==> config.mk <==
export PLATFORM = sky130hd
export DESIGN_NAME = clock_mode_ctrl
export DESIGN_NICKNAME = d
export VERILOG_FILES = /design/src/rtl/clock_pkg.sv /design/src/rtl/idle_timer.sv /design/src/rtl/clock_mode_ctrl.sv
export SDC_FILE = /design/constraint.sdc
export NUM_CORES = 1
export LEC_CHECK = 0
export ABC_AREA = 1
export ABC_CLOCK_PERIOD_IN_PS = 2240
export BUFFER_PORTS_ARGS = -buffer_cell sky130_fd_sc_hd__buf_4
export CORE_MARGIN = 4
export CORE_UTILIZATION = 52
export DETAILED_ROUTE_END_ITERATION = 8
export GPL_TIMING_DRIVEN = 0
export PLACE_DENSITY = 0.82
export SETUP_SLACK_MARGIN = 0.15
export SKIP_CTS_REPAIR_TIMING = 1
export SLEW_MARGIN = 25
export SYNTH_ARGS = -nofsm -noshare
export SYNTH_HDL_FRONTEND = slang
export SYNTH_SLANG_ARGS = --single-unit
==> constraint.sdc <==
create_clock -name clk -period 2.24 [get_ports clk]
set_clock_uncertainty 0.15 [all_clocks]
set_input_delay 0.448 -clock clk [delete_from_list [all_inputs] [get_ports clk]]
set_output_delay 0.448 -clock clk [all_outputs]
set_load 0.01 [all_outputs]
==> src/rtl/clock_pkg.sv <==
// Shared types and constants for the clock mode controller.
package clock_pkg;

  typedef enum logic [1:0] {
    NORMAL    = 2'b00,
    SET_TIME  = 2'b01,
    SET_ALARM = 2'b10,
    STOPWATCH = 2'b11
  } mode_e;

  localparam int TIMEOUT_S_DEFAULT = 30;

endpackage

==> src/rtl/idle_timer.sv <==
// Inactivity counter: counts seconds while enabled, flags the last second.
module idle_timer
  import clock_pkg::*;
#(
  parameter int TIMEOUT_S = TIMEOUT_S_DEFAULT
) (
  input  logic clk,
  input  logic rst_n,
  input  logic clear,
  input  logic count_en,
  input  logic tick,
  output logic expired
);

  localparam logic [7:0] LAST = 8'(TIMEOUT_S - 1);

  logic [7:0] cnt;

  always_ff @(posedge clk) begin
    if (!rst_n) begin
      cnt <= '0;
    end else if (clear) begin
      cnt <= '0;
    end else if (count_en && tick) begin
      cnt <= cnt + 8'd1;
    end
  end

  // Independent of clear so the owner can fold it into clear safely.
  assign expired = tick && count_en && (cnt == LAST);

endmodule

==> src/rtl/clock_mode_ctrl.sv <==
// Mode sequencer for a digital clock: mode button cycling, edit
// tracking with commit pulses, and inactivity auto-return to NORMAL.
module clock_mode_ctrl
  import clock_pkg::*;
#(
  parameter int TIMEOUT_S = TIMEOUT_S_DEFAULT
) (
  input  logic       clk,
  input  logic       rst_n,
  input  logic       mode_key,
  input  logic       shift_key,
  input  logic       inc_key,
  input  logic       tick_1hz,
  output logic [1:0] mode,
  output logic       set_time_en,
  output logic       set_alarm_en,
  output logic       stopwatch_en,
  output logic       time_run_en,
  output logic       load_time,
  output logic       load_alarm
);

  mode_e state, state_n;
  logic  edited, edited_n;
  logic  load_time_n, load_alarm_n;
  logic  key_any, in_edit, timeout;
  logic  leave, edit_now;
  logic  expired, clear;

  idle_timer #(
    .TIMEOUT_S(TIMEOUT_S)
  ) u_idle (
    .clk     (clk),
    .rst_n   (rst_n),
    .clear   (clear),
    .count_en(in_edit),
    .tick    (tick_1hz),
    .expired (expired)
  );

  always_comb begin
    key_any  = mode_key | shift_key | inc_key;
    in_edit  = (state == SET_TIME) || (state == SET_ALARM);
    timeout  = expired & ~key_any;
    state_n  = state;
    unique case (1'b1)
      mode_key: state_n = mode_e'(2'(state + 2'd1));
      timeout:  state_n = NORMAL;
      default:  state_n = state;
    endcase
    leave        = (state_n != state);
    edit_now     = edited | (in_edit & inc_key);
    edited_n     = leave ? 1'b0 : edit_now;
    load_time_n  = leave & (state == SET_TIME) & edit_now;
    load_alarm_n = leave & (state == SET_ALARM) & edit_now;
    clear        = key_any | ~in_edit | timeout;
  end

  always_ff @(posedge clk) begin
    if (!rst_n) begin
      state        <= NORMAL;
      edited       <= 1'b0;
      set_time_en  <= 1'b0;
      set_alarm_en <= 1'b0;
      stopwatch_en <= 1'b0;
      time_run_en  <= 1'b1;
      load_time    <= 1'b0;
      load_alarm   <= 1'b0;
    end else begin
      state        <= state_n;
      edited       <= edited_n;
      set_time_en  <= (state_n == SET_TIME);
      set_alarm_en <= (state_n == SET_ALARM);
      stopwatch_en <= (state_n == STOPWATCH);
      time_run_en  <= (state_n != SET_TIME);
      load_time    <= load_time_n;
      load_alarm   <= load_alarm_n;
    end
  end

  assign mode = state;

endmodule

# Word level (Yosys, flattened, before mapping)
# Index checks and enable logic that the tools add are counted.
# op_classes
addsub,2
n_eq_ne,8
muxes,1
bitwise_logic,14
n_reduce_logical,5
# ops
op,n
adder 8 x 1 -> 8 bit (second input constant),1
equality test 8 x 5 -> 1 bit (second input constant),1
bitwise AND 1 bit,6
equality test 2 bit (second input constant),3
OR 1 bit,5
equality test 2 x 1 -> 1 bit (second input constant),2
case mux 2 bit (2 select lines),1
OR reduction 2 bit,2
NOT 1 bit,3
adder 2 x 1 -> 2 bit (second input constant),1
logical AND 1 bit,2
!= test 2 x 1 -> 1 bit (second input constant),1
!= test 2 bit,1
logical OR 1 bit,1
# word_totals
regBits,17
input_bits,6
out_inout_bits,8
word_cells,39

# Longest topological paths before layout
# depth
ltp_word,9
ltp_mapped,11
ltp_nobuf,11

# By module
# From an unflattened synthesis, not the netlist that was laid out.
# hier_totals
hier_cells,116
area_unflattened_um2,829.5
# by_module_without_submodules
mod,instances,cells_per_inst,area_per_inst_um2,seq_area_each_um2
idle_timer,1,70,460.4,160.2
clock_mode_ctrl,1,46,369.1,180.2

# Worst setup path before layout
# OpenSTA, ideal clock, no wires.
# synth_path
path_kind,register to register
start,register state[0] (netlist: mode[0])
end,register time_run_en
setup_ns,0.127
t_arrival_ns,1.455
required_ns,1.963
path_slack_ns,0.508
path_stages_with_launch,11
path_buffers,0
synth_period_minus_slack_ns,1.732
cell_sequence,dfxtp_1 -> inv_1 -> ha_1 -> inv_2 -> nand3_2 -> nor2_4 -> nand2_4 -> nand2_4 -> nand2_1 -> nand2_1 -> nand3_1
# synth_between
elab_chain_cells,7
elab_cells_between_ends,9
cone_classes,add/sub: 1; eq/ne: 3; mux: 1; bitwise: 1; reduce/logical: 3
# synth_rtl
item,line_no,text
start: declaration,clock_mode_ctrl.sv:23,"mode_e state, state_n;"
start signal: assignment,clock_mode_ctrl.sv:70,state <= state_n;
equality test 2 x 1 -> 1 bit or equality test 2 bit (tied branches),clock_mode_ctrl.sv:43,in_edit = (state == SET_TIME) || (state == SET_ALARM);
logical OR 1 bit,clock_mode_ctrl.sv:43,
logical AND 1 bit (2 in a row),idle_timer.sv:30,assign expired = tick && count_en && (cnt == LAST);
bitwise AND 1 bit,clock_mode_ctrl.sv:44,timeout = expired & ~key_any;
case mux 2 bit (2 select lines) (*),clock_mode_ctrl.sv:46,unique case (1'b1)
!= test 2 x 1 -> 1 bit (*),clock_mode_ctrl.sv:75,time_run_en <= (state_n != SET_TIME);
end signal: assignment,clock_mode_ctrl.sv:75,
end: declaration,clock_mode_ctrl.sv:18,"output logic time_run_en,"
# Every way passes the cells marked *; elsewhere a longest branch is shown, timed or not.
# A chain may end at the register's enable or synchronous reset.

# Final worst setup path
# layout_path
start,register state[0] (netlist: mode[0])
end,register set_time_en
# layout_between
elab_chain_cells,7
elab_cells_between_ends,9
cone_classes,add/sub: 1; eq/ne: 3; mux: 1; bitwise: 1; reduce/logical: 3
# layout_rtl
item,line_no,text
equality test 2 x 1 -> 1 bit or equality test 2 bit (tied branches),clock_mode_ctrl.sv:43,
logical OR 1 bit,clock_mode_ctrl.sv:43,
logical AND 1 bit (2 in a row),idle_timer.sv:30,
bitwise AND 1 bit,clock_mode_ctrl.sv:44,
case mux 2 bit (2 select lines) (*),clock_mode_ctrl.sv:46,
equality test 2 x 1 -> 1 bit (*),clock_mode_ctrl.sv:72,set_time_en <= (state_n == SET_TIME);
end signal: assignment,clock_mode_ctrl.sv:72,
end: declaration,clock_mode_ctrl.sv:15,"output logic set_time_en,"
# Marks and branches as above.

==> metrics <==
status=completed; Die X=47.6 µm; synth cell count leaders=nand2_1, dfxtp_1, nor2_1, inv_1, a21oi_1; fill count=between 100 and 150; initial antenna violation count=0; syn avg cell area=approximately 7.6 µm²; Crit Path Class=reg2reg; Worst VDD drop=approximately 0.42 mV; vias=696; Required @ worst endpoint=2280 ps; dominant cell type by area after synthesis=dfxtp_1; Setup TNS Final=0 ps; fin. max-slew vios=0; crit-path max FO=6; vias per inst=4.94; startpoint types=register; Synth async-reset ratio=0%; P_int=a little over 0.4 mW; sequential share of power=57.5%; largest family of logic cells by synthesized area=simple AND/OR/NAND/NOR gates; Post-Synth Simple-Gate Area=36.4%; Syn. warnings=0; Area Overhead vs Synth=17.6%; CTS clk-pin slew, worst paths=100 ps; slew of the pin with the lowest slew margin=between 300 and 400 ps; die span in y=between 40 and 50 µm; # DRC=0; Post-Synth Adder-Cell Area=6.13%; Yosys reg bits=17; RSZ-0062 raised after global routing=false; Synth Area in XOR/XNOR=2.14%; First-pass DRT Iterations=4; Placed Cells=about 140; predominant post-synthesis flop cell=dfxtp_1; sw frac=between 20 and 30%; mean routed wirelength per cell=slightly below 10 µm; Final Setup Violations=0; Post-Syn Area=approximately 820 µm²; Core ar.=about 0.0015 mm²; Mapped Cells=about 110; Fin. Hold Viols=0; final RePlAce weighted congestion=0.782; worst skew pair latency=around 300 ps; fin crit share=between 80 and 90%; DPL Wire Length=around 1100 µm; Gate power share=between 10% and 20%; CP arrival=1900 ps; min Tclk post-route=between 1500 and 2000 ps; sequential area share after synthesis=41.7%; fin nets=about 140; hold_ws=approximately 220 ps; n_diodes=0; Max Cap Violations=0; share of post-route cells with drive strength above 1=between 20% and 30%; Hold Path Class=in2reg; final cell count without fillers=141; Netlist cell types=22; count leader, synth=nand2_1; Leakage=0.415 nW; clock sinks=17; Final ANT Viol Nets=0; Initial Utilization=54.9%; maximum clock rate=538 MHz; Power Density=between 500 and 600 mW/mm²; pin count of the biggest net entering global routing=10; Yosys top cell area share=a little over two fifths; total global routing track utilization=15.8%; CTS tree=built; num rows=14; Top Ports=14; Critical Path End Type=register; mux cell area share after synthesis=0%; first-pass GRT wire length=between 2000 and 2500 µm; Root Buffer=clkbuf_4; Synthesized Nets=around 120; power share of the clock group=approximately 30%; grt ovf=0; P_sw=roughly 0.14 mW; final WL=around 1400 µm; Post-synth EDFFs=0; drt initial violations=9; Core Util, Final=approximately 65%; Longest Clk Path Bufs=2; vias in the first global route=605; H-tree depth=1; share of the synthesized area in compound gates (AO/OA/AOI/OAI)=~6.3%; die area=about 0.0023 mm²; TritonCTS buffer count=3; synth top area cells=dfxtp_1, nand2_1, nor2_1; Port Buf Inserts=13; total power draw=0.550 mW; max_slew headroom=79.6%
==> logic make-up (layout without fill, tap and decap cells) <==
| kind of cell | Yosys count | after routing |
|---|---|---|
| AO/OA/AOI/OAI | 9 | 9 |
| XOR/XNOR | 2 | 2 |
| adder cells (fa/ha/maj) | 4 | 4 |
| buffers and inverters | 16 | 33 |
| flip-flops | 17 | 17 |
| AND/OR/NAND/NOR | 60 | 60 |
==> cells in the final DEF, fill, tap and decap left out, drive strengths merged <==
cell	n
buf	13
xor2	1
nand2	26
or2	1
o21ai	1
nor2	21
ha	4
nand3	6
xnor2	1
a21o	1
clkbuf	4
nor3	4
a21oi	6
inv	16
o21a	1
nor3b	2
dfxtp	17
==> final cells by class <==
class	count	area (µm²)	share of cell area, %
Inverter	16	60.1	6.25
Multi-Input combinational cell	75	417	43.4
Sequential cell	17	340	35.4
Tap cell	16	20.0	2.08
Timing Repair Buffer	13	97.6	10.2
Clock buffer	4	26.3	2.73
==> registers in the layout, summed over array words and instances (netlist names) <==
name / flops
u_idle.cnt: 8
stopwatch_en: 1
set_time_en: 1
edited: 1
set_alarm_en: 1
load_alarm: 1
load_time: 1
time_run_en: 1
mode: 2
==> worst paths after layout <==
path                                                  from                         end  slack, ps  depth (start not counted)
worst max register to register          mode[0]$_SDFF_PN0_      set_time_en$_SDFF_PN0_        380                         10
worst min register to register  u_idle.cnt[7]$_SDFFE_PP0P_  u_idle.cnt[7]$_SDFFE_PP0P_        360                          2
worst min-delay path                                 rst_n      time_run_en$_SDFF_PN1_        220                          2
worst max-delay path                    mode[0]$_SDFF_PN0_      set_time_en$_SDFF_PN0_        380                         10
==> metrics by stage <==
step                worst slack (ps)  area (µm²)
CTS                              375         961
global route                     223         961
floorplan                        508         817
detailed placement               387         935
global placement                 433         935
finish                           381         961
==> metal layers <==
metal  track usage (%)  routed length (µm)  share of wire [%]  up-vias
li1                  -                   -                  -      370
met1              17.9                 599                 43      307
met2              25.9                 683                 49       14
met3              4.51                  81                5.8        5
met4              9.68                  35                2.5        0
met5                 0                   0                  0        -
==> power by group through the flow <==
stage / registers (mW) / logic [mW] / clock network, mW
global placement: 0.323 / 0.0684 / 0
detailed placement: 0.324 / 0.0700 / 0
CTS: 0.317 / 0.0703 / 0.167
global route: 0.318 / 0.0789 / 0.181
floorplan: 0.327 / 0.0376 / 0
finish: 0.316 / 0.0693 / 0.164
==> worst max-delay path, stage by stage (launching register included) <==
cell and delay, ps:
dfxtp_1 430, inv_1 70, ha_1 360, inv_2 90, nand3_2 120, nor2_4 150, nand2_4 80, nand2_4 80
nand2_1 50, nand3_1 110, nor2_1 60
No activity file was read; power rests on OpenSTA's default activity.
